<file path="src/rtl/memmap_pkg.sv">
// memmap_pkg: clock/TRNG configuration register map and sequencer state encoding.
package memmap_pkg;
  localparam int ADDR_PLLEN     = 0;
  localparam int ADDR_VCODIV    = 1;
  localparam int ADDR_RSTBYP    = 2;
  localparam int ADDR_RATIO0    = 3;
  localparam int ADDR_RATIO1    = 4;
  localparam int ADDR_RATIO2    = 5;
  localparam int ADDR_TRNGSEL0  = 6;
  localparam int ADDR_NOISESEL0 = 14;
  typedef enum logic [3:0] {
    IDLE, WR_PLLOFF, WR_VCODIV, WR_R0, WR_R1, WR_R2,
    SETTLE, WR_PLLON, LOCK_WAIT, DONE, ERROR
  } pll_cfg_state_e;
endpackage

</file>
<file path="src/rtl/sync_2ff.sv">
// sync_2ff: two-flop synchronizer for a single asynchronous level.
module sync_2ff (
  input  logic clk,
  input  logic rst_n,
  input  logic d_i,
  output logic q_o
);
  logic [1:0] sync_q;
  always_ff @(posedge clk or negedge rst_n)
    if (!rst_n) sync_q <= '0;
    else        sync_q <= {sync_q[0], d_i};
  assign q_o = sync_q[1];
endmodule

</file>
<file path="src/rtl/pll_cfg_seq.sv">
// pll_cfg_seq: boot-time PLL configuration write program plus host write-port arbiter.
module pll_cfg_seq import memmap_pkg::*; #(
  parameter int         ADDR_W        = 6,
  parameter int         DATA_W        = 12,
  parameter logic [1:0] DEF_VCODIV    = 2'd0,
  parameter logic [9:0] DEF_RATIO0    = 10'd1,
  parameter logic [9:0] DEF_RATIO1    = 10'd1,
  parameter logic [9:0] DEF_RATIO2    = 10'd1,
  parameter int         SETTLE_CYCLES = 16,
  parameter int         LOCK_TIMEOUT  = 1024,
  parameter bit         AUTO_START    = 1'b1
) (
  input  logic              clk,
  input  logic              rst_n,
  input  logic              start,
  input  logic              pll_lock,
  input  logic              host_req,
  input  logic [ADDR_W-1:0] host_addr,
  input  logic [DATA_W-1:0] host_data,
  output logic              host_gnt,
  output logic              wr_valid,
  output logic [ADDR_W-1:0] wr_addr,
  output logic [DATA_W-1:0] wr_data,
  output logic              busy,
  output logic              done,
  output logic              lock_err
);
  localparam int SW = $clog2(SETTLE_CYCLES + 1);
  localparam int TW = $clog2(LOCK_TIMEOUT + 1);
  pll_cfg_state_e state_q, state_d;
  logic [SW-1:0] settle_q, settle_d;
  logic [TW-1:0] tmo_q, tmo_d;
  logic done_q, done_d, err_q, err_d;
  logic wr_valid_q, wr_valid_d;
  logic [ADDR_W-1:0] wr_addr_q, wr_addr_d;
  logic [DATA_W-1:0] wr_data_q, wr_data_d;
  logic lock_s, idle, go, prog_wr;
  sync_2ff u_lock_sync (.clk(clk), .rst_n(rst_n), .d_i(pll_lock), .q_o(lock_s));
  always_comb begin
    idle     = state_q inside {IDLE, DONE, ERROR};
    // the auto-start edge counts as a start so a host write never collides with WR_PLLOFF
    go       = idle & (start | (state_q == IDLE & AUTO_START));
    host_gnt = rst_n & host_req & idle & ~go;
    state_d  = state_q;
    case (state_q)
      IDLE, DONE, ERROR: state_d = go ? WR_PLLOFF : state_q;
      WR_PLLOFF: state_d = WR_VCODIV;
      WR_VCODIV: state_d = WR_R0;
      WR_R0:     state_d = WR_R1;
      WR_R1:     state_d = WR_R2;
      WR_R2:     state_d = SETTLE;
      SETTLE:    state_d = (settle_q == SW'(SETTLE_CYCLES - 1)) ? WR_PLLON : SETTLE;
      WR_PLLON:  state_d = LOCK_WAIT;
      LOCK_WAIT: state_d = lock_s ? DONE : (tmo_q == TW'(LOCK_TIMEOUT - 1)) ? ERROR : LOCK_WAIT;
      default:   state_d = IDLE;
    endcase
    settle_d = (state_q == SETTLE) ? settle_q + 1'b1 : '0;
    tmo_d    = (state_q == LOCK_WAIT) ? tmo_q + 1'b1 : '0;
    done_d   = go ? 1'b0 : done_q | (state_q == DONE);
    err_d    = go ? 1'b0 : err_q | (state_q == ERROR);
    prog_wr  = state_d inside {WR_PLLOFF, WR_VCODIV, WR_R0, WR_R1, WR_R2, WR_PLLON};
    wr_valid_d = prog_wr | host_gnt;
    wr_addr_d  = !prog_wr ? host_addr :
                 state_d == WR_VCODIV ? ADDR_W'(ADDR_VCODIV) :
                 state_d == WR_R0     ? ADDR_W'(ADDR_RATIO0) :
                 state_d == WR_R1     ? ADDR_W'(ADDR_RATIO1) :
                 state_d == WR_R2     ? ADDR_W'(ADDR_RATIO2) : ADDR_W'(ADDR_PLLEN);
    wr_data_d  = !prog_wr ? host_data :
                 state_d == WR_VCODIV ? DATA_W'(DEF_VCODIV) :
                 state_d == WR_R0     ? DATA_W'(DEF_RATIO0) :
                 state_d == WR_R1     ? DATA_W'(DEF_RATIO1) :
                 state_d == WR_R2     ? DATA_W'(DEF_RATIO2) :
                 state_d == WR_PLLON  ? DATA_W'(1) : '0;
  end
  always_ff @(posedge clk or negedge rst_n)
    if (!rst_n) begin
      state_q    <= IDLE;
      settle_q   <= '0;
      tmo_q      <= '0;
      done_q     <= 1'b0;
      err_q      <= 1'b0;
      wr_valid_q <= 1'b0;
      wr_addr_q  <= '0;
      wr_data_q  <= '0;
    end else begin
      state_q    <= state_d;
      settle_q   <= settle_d;
      tmo_q      <= tmo_d;
      done_q     <= done_d;
      err_q      <= err_d;
      wr_valid_q <= wr_valid_d;
      wr_addr_q  <= wr_addr_d;
      wr_data_q  <= wr_data_d;
    end
  assign wr_valid = wr_valid_q;
  assign wr_addr  = wr_addr_q;
  assign wr_data  = wr_data_q;
  assign busy     = ~idle;
  assign done     = done_q;
  assign lock_err = err_q;
endmodule
</file>
<file path="config.mk">
export PLATFORM = sky130hd
export DESIGN_NAME = pll_cfg_seq
export DESIGN_NICKNAME = d
export VERILOG_FILES = /design/src/rtl/memmap_pkg.sv /design/src/rtl/sync_2ff.sv /design/src/rtl/pll_cfg_seq.sv
export SDC_FILE = /design/constraint.sdc
export NUM_CORES = 1
export LEC_CHECK = 0
export BUFFER_PORTS_ARGS = -buffer_cell sky130_fd_sc_hd__buf_2
export CORE_ASPECT_RATIO = 1.4
export CORE_UTILIZATION = 50
export CTS_BUF_LIST = sky130_fd_sc_hd__clkbuf_16
export CTS_CLUSTER_SIZE = 40
export DETAILED_ROUTE_END_ITERATION = 12
export PLACE_DENSITY_LB_ADDON = 0.05
export SYNTH_ARGS = -nofsm -noshare
export SYNTH_HDL_FRONTEND = slang
export SYNTH_SLANG_ARGS = --single-unit
</file>
<file path="constraint.sdc">
create_clock -name clk -period 2.8 [get_ports clk]
set_input_delay 0.28 -clock clk [delete_from_list [all_inputs] [get_ports clk]]
set_output_delay 0.28 -clock clk [all_outputs]
set_load 0.01 [all_outputs]
</file>
=== Word-level counts from Yosys, hierarchy flattened ===
Index checks and enable logic that the tools add are counted.

* Magnitude comparators: 0
* Muxes and demuxes: 20
* Equal/unequal tests: 18
* Shift operators: 0
* Add/subtract/negate cells: 2
* Reductions and logical operators: 4
* Bitwise operators: 10
* $mul: 0
* Divide/modulo/power cells: 0

{| class="wikitable"
|+ Operators by type and width
! operator !! number
|-
| $pmux W4 S9 || 1
|-
| $eq A4 B3 Y1 const B || 7
|-
| $eq A4 B2 Y1 const B || 4
|-
| $eq A4 B4 Y1 const B || 3
|-
| $mux W12 || 1
|-
| $mux W3 || 4
|-
| $add A11 B1 Y11 const B || 1
|-
| $eq A11 B10 Y1 const B || 1
|-
| $mux W11 || 1
|-
| $eq A4 B1 Y1 const B || 2
|-
| $mux W1 || 8
|-
| $mux W6 || 1
|-
| $reduce_bool A6 Y1 || 1
|-
| $add A5 B1 Y5 const B || 1
|-
| $eq A5 B4 Y1 const B || 1
|-
| $mux W5 || 1
|-
| $and A1 B1 Y1 || 4
|-
| $logic_not A4 Y1 || 1
|-
| $mux W2 || 2
|-
| $mux W4 || 1
|-
| $or A1 B1 Y1 || 4
|-
| $reduce_bool A3 Y1 || 1
|-
| $reduce_or A3 Y1 || 1
|-
| $not A1 Y1 || 2
|}

* ROM bits: 0
* Register bits after elaboration: 43
* Memories: 0
* Memory bits (writable): 0
* Bits in latches: 0
* Input bits: 23

=== Logic depth before layout (Yosys ltp) ===
Gate-level depths: netlist (run 1).

* Depth after elaboration: 12
* Mapped depth: 11

=== By module ===
From an unflattened synthesis (run 1), not the netlist that was laid out.

* Cell total of the unflattened synthesis: 223
* Area, all modules: 2180.8 um2

{| class="wikitable"
|+ By module, submodules not included
! module !! cells an instance !! area each (um2) !! times used
|-
| pll_cfg_seq || 221 || 2130.8 || 1
|-
| sync_2ff || 2 || 50.0 || 1
|}

=== Worst setup path after synthesis (run 1) ===
No wires, ideal clock.

* Kind: register to register
* Start: register settle_q[0]
* End: register wr_valid_q (netlist: wr_valid)
* Stages on the path, launching flop included: 11
* Clock period less this slack: 2062 ps
* Data arrival time: 1938 ps
* Setup slack: 738 ps
* Path buffers: 1
* Required time: 2676 ps
* Cell sequence: dfrtp_1 ha_1 and3_1 ha_1 nand3b_1 a21oi_1 o22a_1 inv_2 o21ba_1 buf_6 o31a_1

* Word-level cells in the longest chain between the ends: 6
* Elaborated cells on any way between the ends: 11

{| class="wikitable"
|+ Ends and longest elaborated chain
! element !! RTL line !! source
|-
| from (decl) || pll_cfg_seq.sv:31 || <nowiki>logic [SW-1:0] settle_q, settle_d;</nowiki>
|-
| from (signal assigned) || pll_cfg_seq.sv:87 || <nowiki>settle_q <= settle_d;</nowiki>
|-
| $eq A5 B4 Y1 (*) || pll_cfg_seq.sv:52 || <nowiki>SETTLE: state_d = (settle_q == SW'(SETTLE_CYCLES - 1)) ? WR_PLLON : SETTLE;</nowiki>
|-
| $mux W1 (*) || pll_cfg_seq.sv:52 ||
|-
| $pmux W4 S9 (*) || pll_cfg_seq.sv:45 || <nowiki>case (state_q)</nowiki>
|-
| via state_d[0] || pll_cfg_seq.sv:30 || <nowiki>pll_cfg_state_e state_q, state_d;</nowiki>
|-
| $eq A4 B1 Y1 (tied with other cells) || pll_cfg_seq.sv:61 || <nowiki>prog_wr = state_d inside {WR_PLLOFF, WR_VCODIV, WR_R0, WR_R1, WR_R2, WR_PLLON};</nowiki>
|-
| $reduce_bool A6 Y1 (*) || pll_cfg_seq.sv:61 ||
|-
| $or A1 B1 Y1 (*) || pll_cfg_seq.sv:62 || <nowiki>wr_valid_d = prog_wr | host_gnt;</nowiki>
|-
| via wr_valid_d || pll_cfg_seq.sv:34 || <nowiki>logic wr_valid_q, wr_valid_d;</nowiki>
|-
| to (signal assigned) || pll_cfg_seq.sv:91 || <nowiki>wr_valid_q <= wr_valid_d;</nowiki>
|-
| to (decl) || pll_cfg_seq.sv:34 ||
|}

The timed path passes the listed nets; every way through them passes the cells marked *.

=== Worst setup path after layout (run 1) ===
Ends and elaborated chain as after synthesis.

==> flow_summary_export.csv, run 1 <==
group,metric,value,unit
placement,routabilityCongestion,0.767,
floorplanning,start_util,51.9,%
drt,first_pass_iters,8,
floorplanning,core-area,0.00420,mm²
finish,design_area,0.00256,mm²
drt,postRouteAntennaNets,0,
worst_setup_path,r2r_slack,0.45,ns
placement,port_buffers,45,
sta,hold_viol,0,
floorplanning,fp.dieW,57.8,µm
yosys,ys_ff_latch,43,
worst_setup_path,crit_path_end_kind,"flop",
job,cap_violations,0,
worst_setup_path,worstPathArrival,2.52,ns
status,status,"finished with violations",
clock_network,h-tree-depth,2,
worst_hold_path,whs_path_depth,1,
drt,via_per_inst,5.71,
status,violations,"DRC",
worst_setup_path,ff2ff_path_depth,9,
yosys,yosys.cell_types.count,48,
sta,tightest_slew,0.544,ns
sta,period_needed,2.35,ns
yosys,synth_edf_count,0,
worst_setup_path,required,2.97,ns
clock_network,postCtsHoldBufs,0,
worst_setup_path,startpoint,"settle_q[0]",
sta,fmax,426,MHz
yosys,synthFlopType,"dfrtp_1",
pwr,ir_drop,0.859,mV
sta,skew,0.00570,ns
finish,area_growth,17.3,%
drt,drt-initial-drc-count,77,
grt,grt_max_degree,44,
grt,track_usage,21.8,%
yosys,synth_top_cell_by_area,"dfrtp_1",
finish,utilization,60.8,%
finish,drive_gt1_share,28.8,%
worst_setup_path,r2r_start,"settle_q[0]",
sta,setup_viol_count_final,0,
worst_setup_path,critical_path_class,"flop to flop",
yosys,async_flop_share,100,%
pwr,power_density,1190,mW/mm²
floorplanning,placementRows,28,
worst_setup_path,endpoint,"wr_valid",
sta,fin_crit_sh,83.8,%
placement,hpwl,3.18,mm
yosys,yosys_warnings,0,
yosys,synthCells,223,
placement,dpl-instance-area,0.00242,mm²
drt,post-route-drc-count,2,
worst_setup_path,path_max_fanout,13,
worst_hold_path,hold_path.class,"primary input to flop",
finish,nFillCells,383,
yosys,syn_area_per_cell,9.78,µm²
clock_network,clk_pin_slew,0.06,ns
clock_network,clockRootBuffer,"clkbuf_16",
yosys,synth_top_area_share,49.3,%
sta,setup_tns,0,ns
drt,num_vias,1783,
sta,slew_viol_final,0,
worst_setup_path,r2r_end,"wr_valid",
yosys,synth_common_cells,"dfrtp_1 (43), nand2_1 (26), nor2_1 (20), nand4_1 (17), o21ai_0 (13)",
finish,num-nets-final,292,
clock_network,clk_latency,0.28,ns
yosys,yosysMostFrequentCell,"dfrtp_1",
clock_network,cts_tree,"yes",
yosys,synth-seq-area-share,49.3,%
clock_network,numCtsBuffers,5,
pwr,leakage,0.00121,µW
clock_network,clock_sinks,43,
floorplanning,io_pins,46,
yosys,synth_area_leaders,"dfrtp_1 (49%), nand4_1 (4.9%), nand2_1 (4.5%)",
worst_setup_path,startpoint_type,"flop",
drt,wire_per_inst,14.6,µm
grt,grt_pass1_vias,1694,
clock_network,clock_path_buffers,2,
yosys,synth_area,0.00218,mm²
clock_network,cts-resized-gates,0,
sta,rsz0062_at_grt,"false",
grt,antenna_found_initial,0,
floorplanning,dieArea,0.00463,mm²
yosys,synth.net_count,249,
grt,overflow,0,
floorplanning,fp.dieH,80.1,µm
drt,wl,4.54,mm
grt,grt_pass1_wl,7.78,mm
finish,n_antenna_cell,0,
clock_network,cts_setup_buffers,0,
sta,slew_headroom,63.7,%
[sequential cells by signal, indices dropped and copies added (netlist names), 2 cells and up]
name / cells
wr_addr: 6
wr_data: 12
settle_q: 5
state_q: 4
tmo_q: 11
u_lock_sync.sync_q: 2
[cell type report]
| class | instances | area [µm²] | area share (%) |
|---|---|---|---|
| clock inverters | 3 | 16.3 | 0.636 |
| flip-flops and latches | 43 | 1080 | 42.1 |
| well taps | 45 | 56.3 | 2.20 |
| repair buffers | 52 | 278 | 10.9 |
| inverters | 10 | 37.5 | 1.47 |
| clock buffers | 5 | 125 | 4.89 |
| multi-input cells | 154 | 968 | 37.9 |
[worst min path at each step]
stage | endpoint | startpoint
after floorplan | done | rst_n
after global placement | u_lock_sync.sync_q[1] | u_lock_sync.sync_q[0]
after detailed placement | u_lock_sync.sync_q[1] | u_lock_sync.sync_q[0]
after CTS | u_lock_sync.sync_q[0] | pll_lock
after global routing | u_lock_sync.sync_q[0] | pll_lock
final | u_lock_sync.sync_q[0] | pll_lock
[cell usage in the layout (no fill, tap or decap), types with 2 or more instances in the layout]
cell type and count:
clkbuf_16 5, o32a_1 2, o21ai_0 13, buf_4 7, nor2b_1 2, buf_2 45
and3_1 3, xor2_1 5, inv_1 10, nor2_1 20, nand4_1 17, xnor2_1 7
o31a_1 2, dfrtp_1 43, nand2_1 26, nand3_1 4, a21oi_1 7, o21ai_2 10
nand3b_1 3, nor3_1 3, a41oi_1 2, or3_1 3, ha_1 3
[critical path, stage by stage, from the launching register on]
cell      delay [ns]
dfrtp_1         0.40
ha_1            0.23
and3_1          0.18
ha_1            0.17
nand3b_1        0.15
a21oi_1         0.15
o22a_1          0.18
inv_2           0.06
o21ba_1         0.36
o31a_1          0.36
[cell families after synthesis]
logic type               share of synthesized area (%)
flip-flops                                        49.3
buffers and inverters                             6.25
adder cells (fa/ha/maj)                           2.24
AO/OA/AOI/OAI                                     15.8
AND/OR/NAND/NOR                                   21.6
XOR/XNOR                                          4.82
[per-stage QoR]
| step | hold slack (ns) | cells | total power [µW] | worst slack, ns |
|---|---|---|---|---|
| after floorplan | -0.0156 | 223 | 2170 | 0.738 |
| after global placement | 0.332 | 304 | 2500 | 0.498 |
| after detailed placement | 0.341 | 304 | 2510 | 0.458 |
| after CTS | 0.101 | 312 | 3080 | 0.443 |
| after global routing | 0.101 | 312 | 3290 | 0.309 |
| final | 0.105 | 312 | 3050 | 0.453 |
[power breakdown]
group	switching, µW	leakage, µW	internal, µW
Clock	230	0.0000710	325
Sequential	129	0.000565	791
Combinational	971	0.000576	606
[layer usage]
| metal | vias to the layer above | part of all wire, % | track usage (%) |
|---|---|---|---|
| met5 | - | 0 | 0 |
| met2 | 39 | 53 | 37.4 |
| met4 | 0 | 1.6 | 7.86 |
| li1 | 870 | - | - |
| met1 | 865 | 42 | 26.8 |
| met3 | 9 | 3.8 | 4.51 |
Note: power is estimated with default switching activity, not from simulation.
==> run 2: changes to the inputs <==
- clock period: 2.8 -> 2.2 ns (I/O delays scaled with it)
==> run 2 against run 1 <==
Compared with the run above:
- flip-flop and latch count is the same
- the flow still finishes with violations (DRC)
- routed wire length up 1.2%
- critical path depth unchanged
- largest cell class unchanged
==> flow_summary_export.csv, run 2 (synthesis results as in run 1) <==
group,metric,value,unit
status,status,"finished with violations",
status,violations,"DRC",
drt,first_pass_iters,8,
placement,placed_cells,310,
clock_network,numCtsBuffers,5,
clock_network,clk_latency,0.28,ns
worst_setup_path,required,2.36,ns
drt,wire_per_inst,14.5,µm
finish,utilization,63.0,%
drt,post-route-drc-count,2,
finish,final_cell_mix,"buf_2 (45), dfrtp_1 (43), nand2_1 (26)",
grt,overflow,0,
placement,hpwl,3.10,mm
sta,setup_tns,0,ns
grt,grt_pass1_vias,1631,
sta,period_needed,2.12,ns
floorplanning,start_util,51.9,%
clock_network,clock_path_buffers,2,
finish,fin_cells,318,
sta,setup_viol_count_final,0,
clock_network,clock_sinks,43,
pwr,leakage,0.00126,µW
floorplanning,fp.dieW,57.8,µm
worst_setup_path,startpoint_type,"flop",
floorplanning,dieArea,0.00463,mm²
sta,whs,0.0431,ns
floorplanning,fp.dieH,80.1,µm
finish,layout_commonest_cell,"buf_2",
drt,drt-initial-drc-count,57,
finish,nFillCells,362,
sta,slew_headroom,63.9,%
drt,wl,4.60,mm
drt,postRouteAntennaNets,0,
worst_hold_path,hold_path.class,"primary input to flop",
worst_setup_path,path_max_fanout,19,
placement,routabilityCongestion,0.812,
job,cap_violations,0,
grt,track_usage,21.1,%
finish,n_antenna_cell,0,
finish,num-nets-final,298,
sta,rsz0062_at_grt,"true",
drt,num_vias,1775,
pwr,ir_drop,0.996,mV
drt,via_per_inst,5.58,
clock_network,cts_tree,"yes",
worst_setup_path,critical_path_class,"flop to flop",
floorplanning,core-area,0.00420,mm²
grt,grt_pass1_wl,7.51,mm
sta,tightest_slew,0.542,ns
finish,drive_gt1_share,31.1,%
clock_network,cts_setup_buffers,0,
floorplanning,placementRows,28,
grt,grt_max_degree,44,
clock_network,clockRootBuffer,"clkbuf_16",
sta,slew_viol_final,0,
floorplanning,io_pins,46,
worst_setup_path,crit_path_end_kind,"flop",
clock_network,clk_pin_slew,0.06,ns
pwr,power_density,1580,mW/mm²
finish,largest_reg_flops,12,
grt,antenna_found_initial,0,
worst_setup_path,worstPathArrival,2.28,ns
sta,skew,0.00253,ns
clock_network,h-tree-depth,2,
sta,hold_viol,0,
finish,area_growth,21.4,%
sta,fin_crit_sh,96.2,%
sta,fmax,473,MHz
placement,port_buffers,45,
[run 2: cell types whose count changed in the layout (fill, tap and decap cells not counted), sizes merged]
cell / before / now
buf: 52 / 58
bufinv: 0 / 1
clkinv: 1 / 2
clkinvlp: 1 / 0
inv: 11 / 10
[run 2: path summary, 6_finish.rpt]
| path | start | end | slack [ns] | cells after the start |
|---|---|---|---|---|
| setup / recovery | settle_q[0] | wr_data[0] | 0.08 | 9 |
| hold / removal | pll_lock | u_lock_sync.sync_q[0] | 0.04 | 1 |
| setup reg to reg | settle_q[0] | wr_data[0] | 0.08 | 9 |
| hold reg to reg | u_lock_sync.sync_q[0] | u_lock_sync.sync_q[1] | 0.36 | 0 |
| max in group asynchronous | rst_n | tmo_q[10] | 1.77 | 2 |
| min in group asynchronous | rst_n | settle_q[4] | 0.06 | 2 |
[run 2: layout make-up]
class	count	area, µm²	share of cell area [%]
well taps	45	56.3	2.13
repair buffers	58	335	12.7
clock buffers	5	125	4.73
clock inverters	3	38.8	1.47
inverters	10	37.5	1.42
multi-input cells	154	978	37.0
flip-flops and latches	43	1080	40.6
[run 2: per-layer routing]
metal | vias to the layer above | wire length (µm) | part of all wire (%) | track usage, %
li1 | 881 | - | - | -
met3 | 2 | 181 | 3.9 | 4.67
met1 | 858 | 2010 | 44 | 26.5
met5 | - | 0 | 0 | 0
met4 | 0 | 27 | 0.59 | 7.14
met2 | 34 | 2380 | 52 | 35.3
[run 2: per-stage QoR]
stage               power [µW]  setup slack (ns)  area [µm²]
global route              4470          -0.00514        2650
CTS                       4180            0.0600        2640
detailed placement        3340             0.100        2470
floorplan                 2760             0.138        2180
finish                    4180            0.0837        2650
global placement          3340             0.138        2470
[run 2: repair_timing]
action,CTS,global route
resized for setup,0,6
hold endpoints to repair,0,0
hold buffers,0,0
endpoints found under the setup margin,0,9
[run 2: critical path, stage by stage (launching register included)]
cell and delay [ns]:
dfrtp_1 0.38, ha_1 0.20, and3_1 0.18, ha_1 0.17, nand3b_1 0.17, a21oi_2 0.14
o22a_1 0.17, buf_4 0.25, a21oi_1 0.10, a211o_1 0.23
[run 2: where the power goes]
part | internal [µW] | total, µW | switching (µW) | leakage (µW)
Combinational | 908 | 2190 | 1280 | 0.000611
Clock | 529 | 825 | 296 | 0.0000812
Sequential | 1010 | 1170 | 167 | 0.000565
